==> src/rtl/skolem_pkg.sv <==
// Shared types and Skolem witness / invertibility helpers for the urem-x family.
// Helpers work at MAXW bits; callers pass the live width and truncate.
package skolem_pkg;

    localparam int MAXW = 32;

    typedef enum logic {
        UGT = 1'b0,
        ULT = 1'b1
    } op_e;

    typedef enum logic [1:0] {
        IDLE,
        CALC,
        CHECK,
        DONE
    } state_e;

    function automatic logic [MAXW-1:0] wmask(int unsigned w);
        logic [MAXW-1:0] m;
        m = '1;
        if (w < MAXW) m = m >> (MAXW - w);
        return m;
    endfunction

    function automatic logic [MAXW-1:0] wit_urem_x(
        op_e             op,
        logic [MAXW-1:0] s,
        int unsigned     w
    );
        logic [MAXW-1:0] x;
        x = ~(-s) & wmask(w);
        if (op == ULT) x = '0;
        return x;
    endfunction

    function automatic logic ic_urem_x(
        op_e             op,
        logic [MAXW-1:0] s,
        logic [MAXW-1:0] t,
        int unsigned     w
    );
        logic r;
        if (op == ULT) r = (t != '0);
        else           r = (t < wit_urem_x(UGT, s, w));
        return r;
    endfunction

endpackage

==> src/rtl/urem_serial.sv <==
// Restoring serial unsigned remainder, one quotient bit per cycle, MSB first.
// A zero divisor never subtracts, so the remainder ends equal to the dividend.
module urem_serial
    import skolem_pkg::*;
#(
    parameter int W = 4
) (
    input  logic         clk,
    input  logic         rst_n,
    input  logic         start,
    input  logic [W-1:0] dividend,
    input  logic [W-1:0] divisor,
    output logic         done,
    output logic [W-1:0] remainder
);

    localparam int CW = $clog2(W);

    logic [W:0]    rem_q;
    logic [W-1:0]  quo_q;
    logic [W-1:0]  dvs_q;
    logic [CW-1:0] cnt_q;
    logic          busy_q;
    logic          done_q;

    logic [W+1:0]  sh;
    logic [W+1:0]  diff;
    logic          borrow;
    logic [W:0]    rem_d;

    always_comb begin
        sh     = {rem_q, quo_q[W-1]};
        diff   = sh - {2'b00, dvs_q};
        borrow = diff[W+1];
        rem_d  = borrow ? sh[W:0] : diff[W:0];
    end

    always_ff @(posedge clk or negedge rst_n) begin
        if (!rst_n) begin
            rem_q  <= '0;
            quo_q  <= '0;
            dvs_q  <= '0;
            cnt_q  <= '0;
            busy_q <= 1'b0;
            done_q <= 1'b0;
        end else begin
            done_q <= 1'b0;
            if (start) begin
                rem_q  <= '0;
                quo_q  <= dividend;
                dvs_q  <= divisor;
                cnt_q  <= '0;
                busy_q <= 1'b1;
            end else if (busy_q) begin
                rem_q <= rem_d;
                quo_q <= {quo_q[W-2:0], ~borrow};
                cnt_q <= cnt_q + 1'b1;
                if (cnt_q == CW'(W-1)) begin
                    busy_q <= 1'b0;
                    done_q <= 1'b1;
                end
            end
        end
    end

    assign done      = done_q;
    assign remainder = rem_q[W-1:0];

endmodule

==> src/rtl/skolem_urem_cmp_seq.sv <==
// Sequential Skolem witness for (x urem s) >u t / <u t, unknown x in dividend.
// Define SKOLEM_URM_SELFCHECK_EN to add the serial remainder self-check.
module skolem_urem_cmp_seq
    import skolem_pkg::*;
#(
    parameter int W = 4
) (
    input  logic         clk,
    input  logic         rst_n,
    input  logic         in_valid,
    output logic         in_ready,
    input  logic         in_op,
    input  logic [W-1:0] in_s,
    input  logic [W-1:0] in_t,
    output logic         out_valid,
    input  logic         out_ready,
    output logic [W-1:0] out_x,
    output logic         out_ic,
    output logic         out_chk_ok
);

    state_e       state_q, state_d;
    op_e          op_q;
    logic [W-1:0] s_q, t_q, x_q;
    logic         ic_q;
    logic [W-1:0] x_d;
    logic         ic_d;
    logic         out_valid_q, out_ic_q, out_chk_q;
    logic [W-1:0] out_x_q;
    logic         cap;
    logic         chk_d;
    logic         chk_last;

    assign x_d  = W'(wit_urem_x(op_q, MAXW'(s_q), W));
    assign ic_d = ic_urem_x(op_q, MAXW'(s_q), MAXW'(t_q), W);

`ifdef SKOLEM_URM_SELFCHECK_EN
    localparam int CW = $clog2(W);

    logic [CW-1:0] cnt_q;
    logic          div_done;
    logic [W-1:0]  rem;
    logic          rel;

    urem_serial #(.W(W)) u_div (
        .clk      (clk),
        .rst_n    (rst_n),
        .start    (state_q == CALC),
        .dividend (x_d),
        .divisor  (s_q),
        .done     (div_done),
        .remainder(rem)
    );

    assign rel      = (op_q == UGT) ? (rem > t_q) : (rem < t_q);
    assign chk_d    = (rel == ic_q);
    assign chk_last = (cnt_q == CW'(W-1));
    assign cap      = (state_q == DONE) && !out_valid_q && div_done;

    always_ff @(posedge clk or negedge rst_n) begin
        if (!rst_n)                cnt_q <= '0;
        else if (state_q == CALC)  cnt_q <= '0;
        else if (state_q == CHECK) cnt_q <= cnt_q + 1'b1;
    end
`else
    assign chk_d    = 1'b1;
    assign chk_last = 1'b1;
    assign cap      = (state_q == DONE) && !out_valid_q;
`endif

    always_comb begin
        state_d = state_q;
        unique case (state_q)
            IDLE:  if (in_valid) state_d = CALC;
`ifdef SKOLEM_URM_SELFCHECK_EN
            CALC:  state_d = CHECK;
`else
            CALC:  state_d = DONE;
`endif
            CHECK: if (chk_last) state_d = DONE;
            DONE:  if (out_valid_q && out_ready) state_d = IDLE;
            default: state_d = IDLE;
        endcase
    end

    // First DONE cycle latches the result so the output regs stay stable.
    always_ff @(posedge clk or negedge rst_n) begin
        if (!rst_n) begin
            state_q     <= IDLE;
            op_q        <= UGT;
            s_q         <= '0;
            t_q         <= '0;
            x_q         <= '0;
            ic_q        <= 1'b0;
            out_valid_q <= 1'b0;
            out_x_q     <= '0;
            out_ic_q    <= 1'b0;
            out_chk_q   <= 1'b0;
        end else begin
            state_q <= state_d;
            if (state_q == IDLE && in_valid) begin
                op_q <= op_e'(in_op);
                s_q  <= in_s;
                t_q  <= in_t;
            end
            if (state_q == CALC) begin
                x_q  <= x_d;
                ic_q <= ic_d;
            end
            if (cap) begin
                out_valid_q <= 1'b1;
                out_x_q     <= x_q;
                out_ic_q    <= ic_q;
                out_chk_q   <= chk_d;
            end else if (state_q == DONE && out_valid_q && out_ready) begin
                out_valid_q <= 1'b0;
                out_chk_q   <= 1'b0;
            end
        end
    end

    assign in_ready   = (state_q == IDLE);
    assign out_valid  = out_valid_q;
    assign out_x      = out_x_q;
    assign out_ic     = out_ic_q;
    assign out_chk_ok = out_chk_q;

endmodule

==> config.mk <==
export PLATFORM = sky130hd
export DESIGN_NAME = skolem_urem_cmp_seq
export DESIGN_NICKNAME = d
export VERILOG_FILES = /design/src/rtl/skolem_pkg.sv /design/src/rtl/urem_serial.sv /design/src/rtl/skolem_urem_cmp_seq.sv
export SDC_FILE = /design/constraint.sdc
export NUM_CORES = 1
export LEC_CHECK = 0
export BUFFER_PORTS_ARGS = -buffer_cell sky130_fd_sc_hd__clkbuf_2
export CAP_MARGIN = 30
export CORE_ASPECT_RATIO = 0.9
export CORE_MARGIN = 8
export CORE_UTILIZATION = 52
export DETAILED_ROUTE_END_ITERATION = 6
export GPL_ROUTABILITY_DRIVEN = 0
export PLACE_DENSITY = 0.81
export RECOVER_POWER = 100
export REMOVE_ABC_BUFFERS = 1
export SLEW_MARGIN = 20
export SYNTH_ARGS = -nofsm -noshare
export SYNTH_HDL_FRONTEND = slang
export SYNTH_HIERARCHICAL = 1
export SYNTH_SLANG_ARGS = --single-unit
==> constraint.sdc <==
create_clock -name clk -period 2 [get_ports clk]
set_input_delay 0.1 -clock clk [delete_from_list [all_inputs] [get_ports clk]]
set_output_delay 0.1 -clock clk [all_outputs]
set_load 0.005 [all_outputs]
; After elaboration in Yosys (flattened, before gate mapping)
; Cells that the tools add are included.
; Widths: inputs -> output; s select.
[classes]
n_addsub = 1
magnitude_cmp = 1
eq_ne = 5
mux = 8
bitwise = 2
reduce_logical = 11
[ops]
columns = cell, count
row1 = $and 32x32->32, 1
row2 = $lt 4x32->1, 1
row3 = $mux 32, 1
row4 = $neg 4->32, 1
row5 = $not 32->32, 1
row6 = $pmux 2 s3, 1
row7 = $logic_and 1x1->1, 5
row8 = $eq 2x2->1 const B, 2
row9 = $mux 2, 2
row10 = $mux 4, 1
row11 = $reduce_bool 4->1, 1
row12 = $mux 1, 3
row13 = $eq 2x1->1 const B, 1
row14 = $logic_not 2->1, 1
row15 = $ne 2x1->1 const B, 1
row16 = $ne 2x2->1 const B, 1
row17 = $reduce_and 2->1, 1
row18 = $reduce_bool 2->1, 1
row19 = $reduce_or 2->1, 1
row20 = $logic_not 1->1, 1
[word_totals]
regBits = 22
in_bits = 13
output_inout_bits = 8

; Depth between registers and ports, before layout
[logic_depth]
word_depth = 5
ltp_mapped = 6
ltp_nobuf = 6

; Worst setup path after synthesis
; OpenSTA, ideal clock, no wires.
[synth_path]
kind = register to register
startpoint = register s_q[0]
endpoint = register ic_q
arrival_time_ns = 1.365
slack_ns = 0.515
path_stages_with_launch = 7
path_buffers = 0
period_less_slack_ns = 1.485
cell_sequence = dfrtp_1 inv_1 ha_1 ha_1 o21a_1 o211ai_1 a31o_1
[synth_via]
elab_chain_cells = 5
[synth_rtl]
columns = element, line_no
row1 = start: declaration, skolem_urem_cmp_seq.sv:24  ; logic [W-1:0] s_q, t_q, x_q;
row2 = start signal: assignment, skolem_urem_cmp_seq.sv:103  ; s_q <= in_s;
row3 = $neg 4->32, skolem_pkg.sv:32  ; x = ~(-s) & wmask(w);
row4 = $not 32->32, skolem_pkg.sv:32
row5 = $and 32x32->32, skolem_pkg.sv:32
row6 = $lt 4x32->1, skolem_pkg.sv:45  ; else r = (t < wit_urem_x(UGT, s, w));
row7 = $mux 1, skolem_pkg.sv:44  ; if (op == ULT) r = (t != '0);
row8 = end signal: assignment, skolem_urem_cmp_seq.sv:108  ; ic_q <= ic_d;
row9 = end: declaration, skolem_urem_cmp_seq.sv:25  ; logic ic_q;
; Every way passes these cells.
; A chain may end at the register's enable or synchronous reset.

; Worst setup path in the final report
; Same ends and word-level chain as after synthesis.

==> reports/results.md <==
| Quantity | This run | Unit |
|---|---|---|
| Result of the run | completed | - |
| Fraction of power consumed by sequential logic | 45.2 | % |
| Number of cells produced by synthesis | 75 | - |
| Wire length on met1 | 785 | µm |
| Die height | 58.0 | µm |
| Number of levels the H-tree was split into | 1 | - |
| Main combinational cell family by area after synthesis | multiplexers | - |
| Total number of yosys warnings | 6 | - |
| Post-synthesis simple-gate area fraction | 5.51 | % |
| Detailed router's first-iteration violation count | 5 | - |
| Number of global-route vias before repair | 701 | - |
| Synthesis-to-layout area growth | 19.7 | % |
| Final Setup Violations | 0 | - |
| Share of the core filled with cells in the final layout | 65.1 | % |
| Worst-case vdd ir drop | 0.823 | mV |
| Cells along the critical path | nor3_1 -> xnor2_1 -> ha_1 -> a211oi_1 -> a31o_1 | - |
| Share of power burned in combinational logic | 41.6 | % |
| CTS tree | yes | - |
| Least-Margin Pin Slew | 1.13 | ns |
| Initial core utilization | 54.4 | % |
| Share of post-route cells with drive strength above 1 | 18.1 | % |
| Cell leakage power | 0.569 | nW |
| Fin nets | 126 | - |
| Number of flops mapped to enable cells by yosys | 0 | - |
| Ratio of total power to cell area | 1500 | nW/µm² |
| Net switching power figure | 0.670 | mW |
| Final antenna-violating net count | 0 | - |
| Synthesized-area fraction occupied by ao, oa, aoi and oai cells | 10.0 | % |
| Inserted Clock Buffers | 3 | - |
| Clock Power Share | 13.2 | % |
| Amount of wire on met2 after detailed routing | 907 | µm |
| Final Hold Fails | 0 | - |
| Final routed wirelength across all metal layers | 1.84 | mm |
| Via-per-instance ratio | 5.18 | - |
| Pin count of the biggest net entering global routing | 23 | - |
| First-pass iteration count of the detailed router | 2 | - |
| Highest clock rate | 593 | MHz |
| Synthesized cell area | 1020 | µm² |
| Post-route insts no fill | 130 | - |
| Final routed wire length divided by cell count | 14.2 | µm |
| Maximum fanout count along the critical path | 5 | - |
| Number of I/O port buffers | 20 | - |
| Post-Syn Area per Cell | 13.6 | µm² |
| Worst Path Buf+Inv | 0 | - |
| Arithmetic-cell share of the synthesized area counting full adders, half adders and majority gates | 8.58 | % |
| Number of cells upsized or downsized after cts | 0 | - |
| Final number of max-transition violations | 0 | - |
| Internal | 1.16 | mW |
| Root Buffer Master | sky130_fd_sc_hd__clkbuf_4 | - |
| Dpl hpwl | 1.39 | mm |
| Xor-xnor portion of the synthesized cell area | 1.72 | % |
| Count leader, synth | sky130_fd_sc_hd__dfrtp_1 | - |
| Area of the die | 3640 | µm² |
| Antenna diode instance count | 0 | - |
| Family with the most delay on the worst path | compound AO/OA/AOI/OAI gates | - |
| Worst-case hold slack | 0.00455 | ns |
| Top routing layer in use | met4 | - |
| Endpoint arrival time on the critical path | 1.94 | ns |
| Largest area contributor in the synthesized netlist | sky130_fd_sc_hd__dfrtp_1 | - |
| CTS Sinks | 22 | - |
| Overflow left after global routing | 0 | - |
| Number of buffers inserted by post-CTS setup repair | 0 | - |
| Count of state elements after synthesis | 22 | - |
| Total routing resource utilization after global routing | 10.9 | % |
| Die X-Extent | 62.7 | µm |
| Count of boundary I/O pins | 21 | - |
| DRC violations left | 0 | - |
| Vias after detailed routing | 674 | - |
| Classification of the worst setup path | reg -> reg | - |
| Stage delay of the slowest cell on the critical path | 0.45 | ns |
| Async set or reset register ratio after synthesis | 100 | % |
| Primary flip-flop cell chosen by synthesis mapping | sky130_fd_sc_hd__dfrtp_1 | - |
| Summed negative setup slack over all endpoints | 0 | ns |
| Slowest stage cell, crit path | sky130_fd_sc_hd__dfrtp_1 | - |
| Setup repair after global routing missed its margin | false | - |
| Count of cell types in the netlist | 23 | - |
| Number of max-capacitance violations reported | 0 | - |
| Share of synthesized area spent on multiplexers | 17.6 | % |
| Number of cells in the design after placement | 119 | - |
| Required time at the endpoint of the critical path | 2.25 | ns |
| Area share of the largest cell type after synthesis | 53.9 | % |
| Sort of element at the end of the critical path | register | - |
| Fin crit period | 1.69 | ns |
| Type of the worst min-delay path | in -> reg | - |
| Clock slew seen by the registers of the worst setup and hold paths | 0.12 | ns |
| Core Box Area | 1880 | µm² |
| Sequential cell area fraction in the yosys report | 53.9 | % |
| Number of placement rows | 15 | - |
| Switching fraction of total power | 36.6 | % |
| List of most frequent post-synthesis cells | 22 x sky130_fd_sc_hd__dfrtp_1, 15 x sky130_fd_sc_hd__mux2_1, 7 x sky130_fd_sc_hd__ha_1, 5 x sky130_fd_sc_hd__inv_1, 5 x sky130_fd_sc_hd__nand2_1 | - |
| Final critical-path share of the clock period | 84.4 | % |
| Worst Skew | 0.00459 | ns |
| Clock Tree Buf Depth | 2 | - |
| Kind of start point of the critical path | register | - |
| Worst relative slew slack | 24.8 | % |
| Global-route wire length before repair | 3.16 | mm |
| Total length of routed met3 wires | 116 | µm |
| Clock insertion delay at the later pin of the skew report | 0.31 | ns |
| Overall power after layout | 1.83 | mW |
| Cell types occupying the most area after synthesis | sky130_fd_sc_hd__dfrtp_1 54%, sky130_fd_sc_hd__mux2_1 17%, sky130_fd_sc_hd__ha_1 8.6% | - |
| Number of antenna violations at the first check in global routing | 0 | - |
power by group through the flow:
| stage | clock network, mW | registers (mW) | logic (mW) |
|---|---|---|---|
| after global placement | 0 | 0.831 | 0.744 |
| final | 0.242 | 0.826 | 0.760 |
| after floorplan | 0 | 0.805 | 0.583 |
| after global routing | 0.266 | 0.851 | 0.877 |
| after detailed placement | 0 | 0.843 | 0.799 |
| after CTS | 0.252 | 0.834 | 0.814 |
through the flow:
step	cell area, µm²	worst slack (ns)
3_5_place_dp	1140	0.387
6_report	1220	0.313
3_3_place_gp	1140	0.474
4_1_cts	1250	0.346
5_1_grt	1220	0.138
2_1_floorplan	1010	0.515
final cells by class:
class                      instances  area [µm²]
fill                             162         654
sequential                        22         551
multi-input combinational         47         425
timing repair buffer              27         160
clock buffer                       4        36.3
tap                               25        31.3
inverter                           5        18.8
cell usage in the layout, fill, tap and decap left out:
cell type                       Yosys  routed
sky130_fd_sc_hd__inv_1              5       5
sky130_fd_sc_hd__dfrtp_1           22      22
sky130_fd_sc_hd__a31o_1             1       1
sky130_fd_sc_hd__o31ai_1            3       4
sky130_fd_sc_hd__o211ai_1           1       1
sky130_fd_sc_hd__dlygate4sd3_1      0       7
sky130_fd_sc_hd__clkbuf_8           0       1
sky130_fd_sc_hd__ha_1               7       7
sky130_fd_sc_hd__xnor2_1            2       2
sky130_fd_sc_hd__o41ai_2            1       1
sky130_fd_sc_hd__nand2b_2           1       1
sky130_fd_sc_hd__mux2_2             1       1
sky130_fd_sc_hd__nor2_1             1       1
sky130_fd_sc_hd__a211oi_1           1       1
sky130_fd_sc_hd__nor2b_1            0       1
sky130_fd_sc_hd__nand2_1            5       6
sky130_fd_sc_hd__nor3_1             0       1
sky130_fd_sc_hd__o21a_1             1       1
sky130_fd_sc_hd__o22ai_1            1       1
sky130_fd_sc_hd__clkbuf_4           0       3
sky130_fd_sc_hd__clkbuf_1           0       8
sky130_fd_sc_hd__a21oi_1            1       2
sky130_fd_sc_hd__clkbuf_2           0      12
sky130_fd_sc_hd__mux2_1            15      15
kinds of logic (layout without fill, tap and decap cells):
group           Yosys count  after routing
flops                    22             22
simple gates             10             10
compound gates           12             12
xor+xnor                  2              2
fa+ha+maj                 7              7
buf+inv                   6             36
mux                      16             16
path summary, 6_finish.rpt:
path / startpoint / end / slack [ns] / cells after the start
max: s_q[0] / ic_q / 0.31 / 5
min: in_s[2] / s_q[2] / 0.005 / 2
max reg2reg: s_q[0] / ic_q / 0.31 / 5
min reg2reg: x_q[2] / x_q[2] / 0.49 / 2
max in group asynchronous: rst_n / op_q / 0.82 / 2
min in group asynchronous: rst_n / x_q[1] / 0.52 / 2
per-layer routing:
metal	vias to the layer above	track usage [%]
met4	0	6.82
met3	4	3.65
met1	330	12.3
met5	-	0
met2	16	17.6
li1	324	-
worst reg2reg max path, stage by stage (launching register included):
cell and delay, ns:
sky130_fd_sc_hd__dfrtp_1 0.45, sky130_fd_sc_hd__nor3_1 0.25, sky130_fd_sc_hd__xnor2_1 0.19, sky130_fd_sc_hd__ha_1 0.28
sky130_fd_sc_hd__a211oi_1 0.27, sky130_fd_sc_hd__a31o_1 0.19
sequential cells by signal, indices dropped and copies added, names as in the netlist:
name        cells
t_q             4
s_q             4
out_chk_ok      1
x_q             4
out_x           4
state_q         2
ic_q            1
out_ic          1
op_q            1
what timing repair did:
action / CTS / global route
hold endpoints to repair: 28 / 0
endpoints found under the setup margin: 0 / 0
hold buffers: 7 / 0
Power figures use the tool's default switching activity.
